[src/rtl/keymgr_op_ctrl.sv]
// -----------------------------------------------------------------------------
// keymgr_op_ctrl
//
// Responder end of the key manager op_start / op / op_done handshake.
// Accepts one operation at a time, runs it for OP_LATENCY cycles, then
// advances the key manager state and gates the key output enables. The result
// depends only on the current state and the latched opcode.
//
// Ports:
//   clk         in   rising-edge clock
//   rst_n       in   synchronous active-low reset
//   op_start    in   level request, held by the initiator until op_done
//   op[2:0]     in   opcode (0 Advance, 1 GenId, 2 GenSwOut, 3 GenHwOut,
//                    4 Disable, 5..7 illegal)
//   op_done     out  one-cycle completion pulse
//   op_err      out  operation rejected (meaningful only with op_done)
//   op_busy     out  operation in flight
//   state_o     out  current key manager state encoding
//   data_hw_en  out  hardware key output enable (sticky)
//   data_sw_en  out  software key output enable (sticky)
//   data_valid  out  one-cycle pulse: generated output valid
// -----------------------------------------------------------------------------
module keymgr_op_ctrl #(
  parameter int unsigned OP_LATENCY = 4  // legal range 1..15
) (
  input  logic       clk,
  input  logic       rst_n,
  input  logic       op_start,
  input  logic [2:0] op,
  output logic       op_done,
  output logic       op_err,
  output logic       op_busy,
  output logic [9:0] state_o,
  output logic       data_hw_en,
  output logic       data_sw_en,
  output logic       data_valid
);

  // Opcodes
  localparam logic [2:0] OpAdvance  = 3'd0;
  localparam logic [2:0] OpGenId    = 3'd1;
  localparam logic [2:0] OpGenSwOut = 3'd2;
  localparam logic [2:0] OpGenHwOut = 3'd3;
  localparam logic [2:0] OpDisable  = 3'd4;

  // Key manager state encodings
  localparam logic [9:0] StCtrlReset          = 10'b1101100001;
  localparam logic [9:0] StCtrlInit           = 10'b0100000100;
  localparam logic [9:0] StCtrlCreatorRootKey = 10'b1000011101;
  localparam logic [9:0] StCtrlOwnerIntKey    = 10'b0011110010;
  localparam logic [9:0] StCtrlOwnerKey       = 10'b1101111110;
  localparam logic [9:0] StCtrlDisabled       = 10'b0110001011;

  // Operation sequencing FSM
  localparam logic [1:0] FsmIdle = 2'd0;
  localparam logic [1:0] FsmBusy = 2'd1;
  localparam logic [1:0] FsmDone = 2'd2;

  localparam logic [3:0] LatM1 = 4'(OP_LATENCY - 1);

  logic [1:0] fsm_q, fsm_d;
  logic [3:0] cnt_q, cnt_d;
  logic       armed_q, armed_d;
  logic [2:0] op_q, op_d;
  logic [9:0] st_q, st_d;
  logic       err_q, err_d;
  logic       valid_q, valid_d;
  logic       hw_en_q, hw_en_d;
  logic       sw_en_q, sw_en_d;

  logic       accept;
  logic       finish;
  logic [2:0] fin_op;

  function automatic logic is_key_state(input logic [9:0] s);
    return (s == StCtrlCreatorRootKey) || (s == StCtrlOwnerIntKey) ||
           (s == StCtrlOwnerKey);
  endfunction

  function automatic logic is_valid_state(input logic [9:0] s);
    return is_key_state(s) || (s == StCtrlReset) || (s == StCtrlInit) ||
           (s == StCtrlDisabled);
  endfunction

  assign accept = (fsm_q == FsmIdle) && op_start && armed_q;

  // With OP_LATENCY == 1 the operation completes straight out of the accept
  // edge, before op_q holds the opcode, so the result is taken from the port.
  assign finish = (fsm_q == FsmBusy && cnt_q <= 4'd1) ||
                  (accept && OP_LATENCY == 1);
  assign fin_op = (fsm_q == FsmIdle) ? op : op_q;

  always_comb begin
    // NOTE: every variable gets a default first so no path leaves one
    // unassigned; otherwise synthesis infers a latch.
    fsm_d   = fsm_q;
    cnt_d   = cnt_q;
    armed_d = armed_q;
    op_d    = op_q;
    st_d    = st_q;
    err_d   = 1'b0;   // err / valid are single-cycle, aligned with op_done
    valid_d = 1'b0;
    hw_en_d = hw_en_q;
    sw_en_d = sw_en_q;

    case (fsm_q)
      FsmIdle: begin
        if (!op_start) armed_d = 1'b1;
        if (accept) begin
          armed_d = 1'b0;
          op_d    = op;
          cnt_d   = LatM1;
          hw_en_d = 1'b0;
          sw_en_d = 1'b0;
          fsm_d   = (OP_LATENCY == 1) ? FsmDone : FsmBusy;
        end
      end
      FsmBusy: begin
        cnt_d = cnt_q - 4'd1;
        if (cnt_q <= 4'd1) fsm_d = FsmDone;
      end
      FsmDone: begin
        // A drop seen during the Done cycle already re-arms, allowing the
        // next accept one cycle after Done.
        if (!op_start) armed_d = 1'b1;
        fsm_d = FsmIdle;
      end
      default: fsm_d = FsmIdle;
    endcase

    // Result of the completing operation, visible together with op_done.
    if (finish) begin
      case (fin_op)
        OpAdvance: begin
          case (st_q)
            StCtrlReset:          st_d = StCtrlInit;
            StCtrlInit:           st_d = StCtrlCreatorRootKey;
            StCtrlCreatorRootKey: st_d = StCtrlOwnerIntKey;
            StCtrlOwnerIntKey:    st_d = StCtrlOwnerKey;
            StCtrlOwnerKey:       st_d = StCtrlDisabled;
            default:              err_d = 1'b1;
          endcase
        end
        OpGenId, OpGenSwOut, OpGenHwOut: begin
          if (is_key_state(st_q)) begin
            valid_d = 1'b1;
            if (fin_op == OpGenSwOut) sw_en_d = 1'b1;
            if (fin_op == OpGenHwOut) hw_en_d = 1'b1;
          end else begin
            err_d = 1'b1;
          end
        end
        OpDisable: st_d = StCtrlDisabled;
        default:   err_d = 1'b1;
      endcase
    end

    // A corrupted state register collapses to Disabled regardless of any
    // operation in progress.
    if (!is_valid_state(st_q)) st_d = StCtrlDisabled;

    if (st_d != st_q) begin
      hw_en_d = 1'b0;
      sw_en_d = 1'b0;
    end
  end

  always_ff @(posedge clk) begin
    // NOTE: sequential state uses non-blocking assignments so every register
    // samples pre-edge values, independent of statement order.
    if (!rst_n) begin
      fsm_q   <= FsmIdle;
      cnt_q   <= 4'd0;
      armed_q <= 1'b1;
      op_q    <= OpAdvance;
      st_q    <= StCtrlReset;
      err_q   <= 1'b0;
      valid_q <= 1'b0;
      hw_en_q <= 1'b0;
      sw_en_q <= 1'b0;
    end else begin
      fsm_q   <= fsm_d;
      cnt_q   <= cnt_d;
      armed_q <= armed_d;
      op_q    <= op_d;
      st_q    <= st_d;
      err_q   <= err_d;
      valid_q <= valid_d;
      hw_en_q <= hw_en_d;
      sw_en_q <= sw_en_d;
    end
  end

  assign op_done    = (fsm_q == FsmDone);
  assign op_busy    = (fsm_q == FsmBusy);
  assign op_err     = err_q;
  assign data_valid = valid_q;
  assign state_o    = st_q;
  // Enables are never granted outside a key state, whatever the flops hold.
  assign data_hw_en = hw_en_q & is_key_state(st_q);
  assign data_sw_en = sw_en_q & is_key_state(st_q);

endmodule

[config.mk]
export PLATFORM = sky130hd
export DESIGN_NAME = keymgr_op_ctrl
export DESIGN_NICKNAME = d
export VERILOG_FILES = /design/src/rtl/keymgr_op_ctrl.sv
export SDC_FILE = /design/constraint.sdc
export NUM_CORES = 1
export LEC_CHECK = 0
export CORE_UTILIZATION = 53
export DETAILED_ROUTE_END_ITERATION = 6
export PLACE_DENSITY_LB_ADDON = 0.15
export SLEW_MARGIN = 0
export SYNTH_ARGS = -nofsm -noshare
export SYNTH_HDL_FRONTEND = slang
export SYNTH_SLANG_ARGS = --single-unit
[constraint.sdc]
create_clock -name clk -period 3.1 [get_ports clk]
set_input_delay 0.62 -clock clk [delete_from_list [all_inputs] [get_ports clk]]
set_output_delay 0.62 -clock clk [all_outputs]
set_load 0.01 [all_outputs]
### After elaboration in Yosys (flattened, before gate mapping)

Cells that the tools add are included.

* eq/ne operators: 15
* bitwise logic cells: 3
* muxes and demuxes: 29
* order comparisons: 1
* add/subtract/negate cells: 1
* reductions and logical operators: 20

Operators with widths (count)
* $pmux 10 s5: 1
* $eq 10x10->1 const B: 3
* $eq 10x9->1 const B: 2
* $mux 10: 2
* $pmux 10 s2: 1
* $mux 1: 17
* $eq 10x8->1 const B: 1
* $ne 10x10->1: 1
* $pmux 4 s2: 1
* $reduce_and 2->1: 4
* $eq 3x2->1 const B: 2
* $logic_or 1x1->1: 5
* $reduce_or 5->1: 1
* $le 4x1->1 const B: 1
* $mux 2: 2
* $mux 4: 1
* $pmux 2 s2: 1
* $reduce_bool 2->1: 2
* $sub 4x1->4 const B: 1
* $eq 3x1->1 const B: 1
* $eq 3x3->1 const B: 1
* $logic_and 1x1->1: 3
* $logic_not 3->1: 1
* $mux 3: 1
* other kinds (12): 13

* bits of input ports: 6
* output and inout port bits: 16
* logic and storage cells: 78
* bits in registers: 24

### Logic depth before layout (Yosys ltp)

Gate-level depths: netlist (run 1).

* depth in word-level cells: 9
* depth in mapped cells: 10
* gate-level depth less buffers: 9

### Worst setup path before layout (run 1)

OpenSTA, ideal clock, no wires.

* kind: input port to flip-flop
* from: in op[0]
* to: reg hw_en_q
* buffers on the path: 0
* data required time: 3.008 ns
* slack: 0.716 ns
* library setup time: 0.092 ns
* arrival time: 2.292 ns
* stages: 7
* cell sequence: or4_1 > o31a_2 > nor4_2 > a21oi_1 > o41ai_1 > o2111ai_1 > nor4_1

* word-level cells in the longest chain between the ends: 7
* elaborated cells between the ends (all ways): 16
* classes of those cells: 5 x eq/ne; 8 x mux; 3 x reduce/logical

RTL lines
* start: declaration: RTL line 29 `input logic [2:0] op,`
* $mux 3 *: RTL line 91 `assign fin_op = (fsm_q == FsmIdle) ? op : op_q;`
* $eq 3x3->1 or $logic_not 3->1 (tied branches): RTL line 133 `case (fin_op)`
* $pmux 10 s2: RTL line 133
* $mux 10: RTL line 132 `if (finish) begin`
* $mux 10: RTL line 160 `if (!is_valid_state(st_q)) st_d = StCtrlDisabled;`
* $ne 10x10->1: RTL line 162 `if (st_d != st_q) begin`
* $reduce_or 2->1 (no line)
* end signal: assignment: RTL line 189 `hw_en_q <= hw_en_d;`
* end: declaration: RTL line 68 `logic hw_en_q, hw_en_d;`

Every way passes the cells marked *; elsewhere a longest branch is shown, timed or not.
A chain may end at the register's enable or synchronous reset.

### Worst setup path after layout (run 1)

* from: reg st_q[9] (netlist: state_o[9])
* to: out data_hw_en

* word-level cells in the longest chain between the ends: 4
* elaborated cells between the ends (all ways): 6
* classes of those cells: 3 x eq/ne; 1 x bitwise; 2 x reduce/logical

RTL lines
* start: declaration: RTL line 65 `logic [9:0] st_q, st_d;`
* start signal: assignment: RTL line 176 `st_q <= StCtrlReset;`
* start signal: assignment: RTL line 186 `st_q <= st_d;`
* $eq 10x10->1 or $eq 10x8->1 (tied branches): RTL line 76 `return (s == StCtrlCreatorRootKey) || (s == StCtrlOwnerIntKey) ||`
* $logic_or 1x1->1: RTL line 76
* $logic_or 1x1->1 *: RTL line 76
* $and 1x1->1 *: RTL line 200 `assign data_hw_en = hw_en_q & is_key_state(st_q);`
* end: declaration: RTL line 34 `output logic data_hw_en,`

Marked as above.

==> metrics, run 1 <==
core area=2570 sq um; DR iter-0 viols=90; Peak supply drop=0.361 mV; Mean Syn Cell Area=8.34 sq um; row cnt=18; R2R cell count=7; initial antenna violation count=0; area grow syn2layout=20.7%; cts bufs inserted=3; critical-path maximum fanout=8; full die area=3030 sq um; n_diodes=0; Worst EP arrival=2.37 ns; chip width=55.1 microns; nets@finish=214; skew final=0.0121 ns; synth unique cells=54; register bit count reported by yosys=24; count of final setup violators=0; CP max stage delay=0.58 ns; crit path time final=2.99 ns; slowest CP cell=or4b_1; Longest Clk Path Bufs=2; Port Buffers=21; Slew @ Worst Pin=0.666 ns; Yosys warnings=0; share of post-route cells with drive strength above 1=16.6%; DP HPWL=3.06 mm; first-pass GRT wire length=6.43 mm; CP cell instances=or4b_1, o22ai_2, a21oi_2, nor2b_1, clkdlybuf4s50_1; synthesized area=1490 sq um; Initial Util=58.1%; post-synthesis async set-or-reset flop share=0%; Crit Path Class=register to output port; CTS H-tree lvls=1; most common flop cell mapped by yosys=dfxtp_1; cell count after placement=231; CTS clk-pin slew, worst paths=0.14 ns; CTS Hold Bufs=0; worst skew pair latency=0.32 ns; DRT Wirelength=4.18 mm; worst min path class=register to register; fmax=334 MHz; Slew Viols, Final=0; outcome=finished, final reports clean; Leakage=0.633 nW; CP startpoint=state_o[9]$_SDFF_PN1_; synthesized instance count=179; clk root buf=clkbuf_4; Reg-to-Reg End=hw_en_q$_SDFF_PP0_; Die Y=55.1 microns; vias in the first global route=1330; All-Layer GR Usage=30.5%; register area share after synthesis=32.2%; drt wl/cell=17.8 microns; residual DRC count=0; count of filler cells inserted in the layout=217; flop-to-flop setup slack=0.50 ns; fin crit share=96.5%; Crit path required time=2.48 ns; Startpoint Class=register; vias=1615; CTS tree=done; total of max-cap violations=0; Ports=22; Post-Syn Nets=187; final hold violation count=0; RSZ-0062 raised after global routing=no; grt ovf=0; Post-synth EDFFs=0; Layout Cells excl Fill=235; fin util=70.2%; WHS=0.529 ns; worst setup path end=data_hw_en; TritonRoute pass-1 iters=5; pwr dens=382 nW/um^2; CP endpoint kind=output port; via/cell ratio=6.87; total negative setup slack=0 ns; CTS sink count=24; pin count of the biggest net entering global routing=21; GP Congestion=1.02; Final ANT Viol Nets=0; Slew headroom=55.5%; reg2reg start=state_o[8]$_SDFF_PN1_
[cell type report]
class,count,area [sq um],area share (%)
multi-input combinational,144,967,53.7
sequential,24,483,26.8
timing repair buffer,27,255,14.2
tap,30,37.5,2.08
clock buffer,4,36.3,2.01
inverter,6,22.5,1.25
[worst min path at each step]
stage / end / slack, ns / from / cells after the start
3_5_place_dp: op_q[0]$_SDFFE_PN0P_ / 0.51 / op_q[0]$_SDFFE_PN0P_ / 2
2_1_floorplan: op_q[0]$_SDFFE_PN0P_ / 0.47 / op_q[0]$_SDFFE_PN0P_ / 2
5_1_grt: op_q[1]$_SDFFE_PN0P_ / 0.57 / op_q[1]$_SDFFE_PN0P_ / 2
4_1_cts: sw_en_q$_SDFF_PP0_ / 0.53 / sw_en_q$_SDFF_PP0_ / 2
3_3_place_gp: op_q[0]$_SDFFE_PN0P_ / 0.50 / op_q[0]$_SDFFE_PN0P_ / 2
6_report: op_q[0]$_SDFFE_PN0P_ / 0.53 / op_q[0]$_SDFFE_PN0P_ / 2
[power breakdown]
group | internal [mW] | switching [mW] | leakage (nW)
clock network | 0.0718 | 0.0959 | 0.0210
registers | 0.328 | 0.0229 | 0.197
logic | 0.0736 | 0.0952 | 0.415
total | 0.474 | 0.214 | 0.633
[logic make-up (layout without fill, tap and decap cells)]
| family | count (synthesis) | in the layout | synth area share [%] |
|---|---|---|---|
| fa+ha+maj | 2 | 2 | 1.68 |
| compound gates | 54 | 54 | 25.8 |
| mux | 3 | 3 | 2.10 |
| flops | 24 | 24 | 32.2 |
| buf+inv | 11 | 37 | 4.11 |
| simple gates | 84 | 84 | 33.5 |
| xor+xnor | 1 | 1 | 0.587 |
[timing repair]
action / in CTS / in global routing
pin swaps: 0 / 0
setup endpoints to repair: 2 / 2
endpoints found under the hold margin: 0 / 0
buffers inserted: 0 / 0
resized for setup: 2 / 3
[critical path, delay by kind of cell, from the launching register on]
| kind | cells | cell delay, ns |
|---|---|---|
| and+or+nand+nor | 2 | 0.72 |
| DFF | 1 | 0.42 |
| AOI/OAI and AO/OA | 2 | 0.37 |
| buffers and inverters | 1 | 0.54 |
[Yosys cell counts (all sizes together), types with 2 or more instances]
master / count / share of area (%)
nand4b: 4 / 2.3
dfxtp: 24 / 32
nand2: 25 / 6.3
nor3: 6 / 2.3
nand3: 6 / 2.3
inv: 6 / 1.5
o2111ai: 2 / 1.2
a21o: 2 / 1.2
o21a: 2 / 1.1
or4b: 2 / 1.6
or3: 2 / 1.2
o211ai: 4 / 2.0
mux2i: 2 / 1.3
ha: 2 / 1.7
a21boi: 7 / 3.5
a21oi: 8 / 2.7
clkbuf: 2 / 0.50
or4: 3 / 1.8
a22oi: 3 / 1.5
o21ai: 12 / 4.0
o22ai: 3 / 1.3
nor2b: 3 / 1.3
nor4: 9 / 5.6
and2: 2 / 0.84
nand2b: 4 / 1.7
nor2: 11 / 2.9
buf: 2 / 1.5
and3: 3 / 1.3
o31ai: 3 / 1.5
[per-stage QoR]
stage | setup WS [ns] | cell area (sq um) | total power, mW
after floorplan | 0.716 | 1490 | 0.459
after global placement | 0.141 | 1750 | 0.514
after detailed placement | 0.0951 | 1750 | 0.522
after CTS | 0.0594 | 1800 | 0.689
after global routing | 0.000209 | 1800 | 0.723
final | 0.108 | 1800 | 0.688
[metal layers]
layer	vias to the layer above	GRT usage (%)	wire (microns)
met3	17	4.37	380
met4	0	10.8	117
met5	-	0	0
li1	736	-	-
met2	94	48.8	1960
met1	768	41.4	1720
[state kept, by name, indices dropped and copies added (netlist names)]
name	cells
state_o	10
cnt_q	4
op_q	3
fsm_q	2
armed_q	1
data_valid	1
hw_en_q	1
op_err	1
sw_en_q	1
[layout by cell type, fill, tap and decap left out, drive strengths merged, types with 2 or more instances in the layout]
cell type and count:
nand2 25, nor2b 3, or3 2, clkbuf 4, o21a 2, and3 3
nand4b 4, a22oi 3, buf 6, a21o 2, nand3 6, nor2 11
o211ai 4, o2111ai 2, clkdlybuf4s50 21, mux2i 2, dfxtp 24, o21ai 12
nor3 6, ha 2, and2 2, o31ai 3, inv 6, or4 3
nor4 9, a21boi 7, o22ai 3, or4b 2, nand2b 4, a21oi 8
Note: power is estimated with default switching activity, not from simulation.
==> inputs of run 2 (changes only) <==
CORE_MARGIN = 5   (was not set)
==> run 2 against run 1 <==
Clock power about the same. Clock skew decreased by 0.0052 ns. Sequential share of layout area is essentially flat. Die area increased by 31%. Critical path depth unchanged. Maximum frequency is 0.99% higher. Worst hold slack lost 0.018 ns. Critical path type unchanged.
==> metrics, run 2 (same netlist as run 1, synthesis figures left out) <==
outcome=finished, final reports clean; via/cell ratio=6.34; DP HPWL=2.93 mm; fmax=338 MHz; pin count of the biggest net entering global routing=21; RSZ-0062 raised after global routing=no; initial antenna violation count=0; CTS Hold Bufs=0; TritonRoute pass-1 iters=4; clk root buf=clkbuf_4; skew final=0.00694 ns; commonest non-fill, non-tap cells in the layout=nand2_1, dfxtp_1, clkdlybuf4s50_1; CTS H-tree lvls=1; All-Layer GR Usage=20.4%; Crit path required time=2.48 ns; max reg flops=10; flop-to-flop setup slack=0.51 ns; worst min path class=register to register; WHS=0.511 ns; cts bufs inserted=3; area grow syn2layout=21.4%; pwr dens=374 nW/um^2; Reg-to-Reg End=hw_en_q$_SDFF_PP0_; share of post-route cells with drive strength above 1=17.5%; Hold Startpoint=op_q[0]$_SDFFE_PN0P_; fin crit share=95.6%; vias in the first global route=1483; Slew Viols, Final=0; final hold violation count=0; chip width=63.1 microns; CTS tree=done; hold path cells=2; Leakage=0.656 nW; Layout Cells excl Fill=237; first-pass GRT wire length=6.84 mm; Worst EP arrival=2.34 ns; reg2reg start=state_o[8]$_SDFF_PN1_; Slew @ Worst Pin=0.644 ns; drt wl/cell=16.2 microns; Final ANT Viol Nets=0; finished layout cell area=1810 sq um; CTS sink count=24; placed inst area=1760 sq um; crit path time final=2.96 ns; Port Buffers=21; CTS clk-pin slew, worst paths=0.13 ns; Initial Util=54.6%; worst skew pair latency=0.31 ns; critical-path maximum fanout=8; most common cell after layout, fill and taps aside=nand2_1; Crit Path Class=register to output port; vias=1503; Slew headroom=56.9%; DR iter-0 viols=174; total negative setup slack=0 ns; fin util=66.3%; Worst Hold Path EP=op_q[0]$_SDFFE_PN0P_; full die area=3980 sq um; total of max-cap violations=0; core area=2730 sq um; CP endpoint kind=output port; count of final setup violators=0; Longest Clk Path Bufs=2; row cnt=19; residual DRC count=0; Ports=22; Die Y=63.1 microns; Startpoint Class=register; nets@finish=215; GP Congestion=0.940; grt ovf=0; Peak supply drop=0.290 mV; R2R cell count=7; n_diodes=0; cell count after placement=233; DRT Wirelength=3.85 mm
[run 2: cell types whose count changed in the layout (fill, tap and decap cells not counted), sizes merged]
cell / change
clkdlybuf4s50: -1
buf: +1
dlymetal6s2s: +1
[run 2: area by class of cell]
class	count	area, sq um
clock buffers	4	36.3
fillers	229	922
inverters	6	22.5
multi-input cells	144	963
flip-flops and latches	24	485
well taps	31	38.8
repair buffers	28	265
[run 2: metal layers]
layer	GRT usage, %	vias up	wire, microns
li1	-	731	-
met2	34.1	52	1850
met5	0	-	0
met3	2.84	6	219
met1	26.2	714	1710
met4	8.22	0	71
[run 2: critical path, cell delays in order (launching register included)]
cell	delay [ns]
dfxtp_2	0.38
or4b_1	0.59
o22ai_2	0.22
a21oi_1	0.15
nor2b_1	0.14
clkdlybuf4s50_1	0.55
[run 2: how the worst max path moves through the flow]
| stage | start | end | slack, ns | cells after the start |
|---|---|---|---|---|
| floorplan | op[0] | hw_en_q$_SDFF_PP0_ | 0.72 | 7 |
| global placement | op[0] | hw_en_q$_SDFF_PP0_ | 0.18 | 8 |
| detailed placement | op[0] | hw_en_q$_SDFF_PP0_ | 0.07 | 8 |
| CTS | state_o[3]$_SDFF_PN0_ | data_hw_en | 0.01 | 5 |
| global route | state_o[3]$_SDFF_PN0_ | data_hw_en | 0.0004 | 5 |
| finish | state_o[3]$_SDFF_PN0_ | data_hw_en | 0.14 | 5 |
[run 2: through the flow]
| stage | setup slack, ns | total power, mW |
|---|---|---|
| floorplan | 0.716 | 0.459 |
| global placement | 0.176 | 0.513 |
| detailed placement | 0.0676 | 0.517 |
| CTS | 0.0112 | 0.685 |
| global route | 0.000392 | 0.731 |
| finish | 0.138 | 0.678 |
[run 2: where the power goes]
part           internal, mW  switching [mW]
Combinational        0.0732          0.0891
Sequential            0.329          0.0220
Clock                0.0717          0.0935
Total                 0.473           0.205
[run 2: what timing repair did]
| item | CTS | global route |
|---|---|---|
| setup buffers | 0 | 0 |
| gates resized for setup | 0 | 7 |
| setup endpoints to repair | 0 | 2 |
| hold endpoints to repair | 0 | 0 |
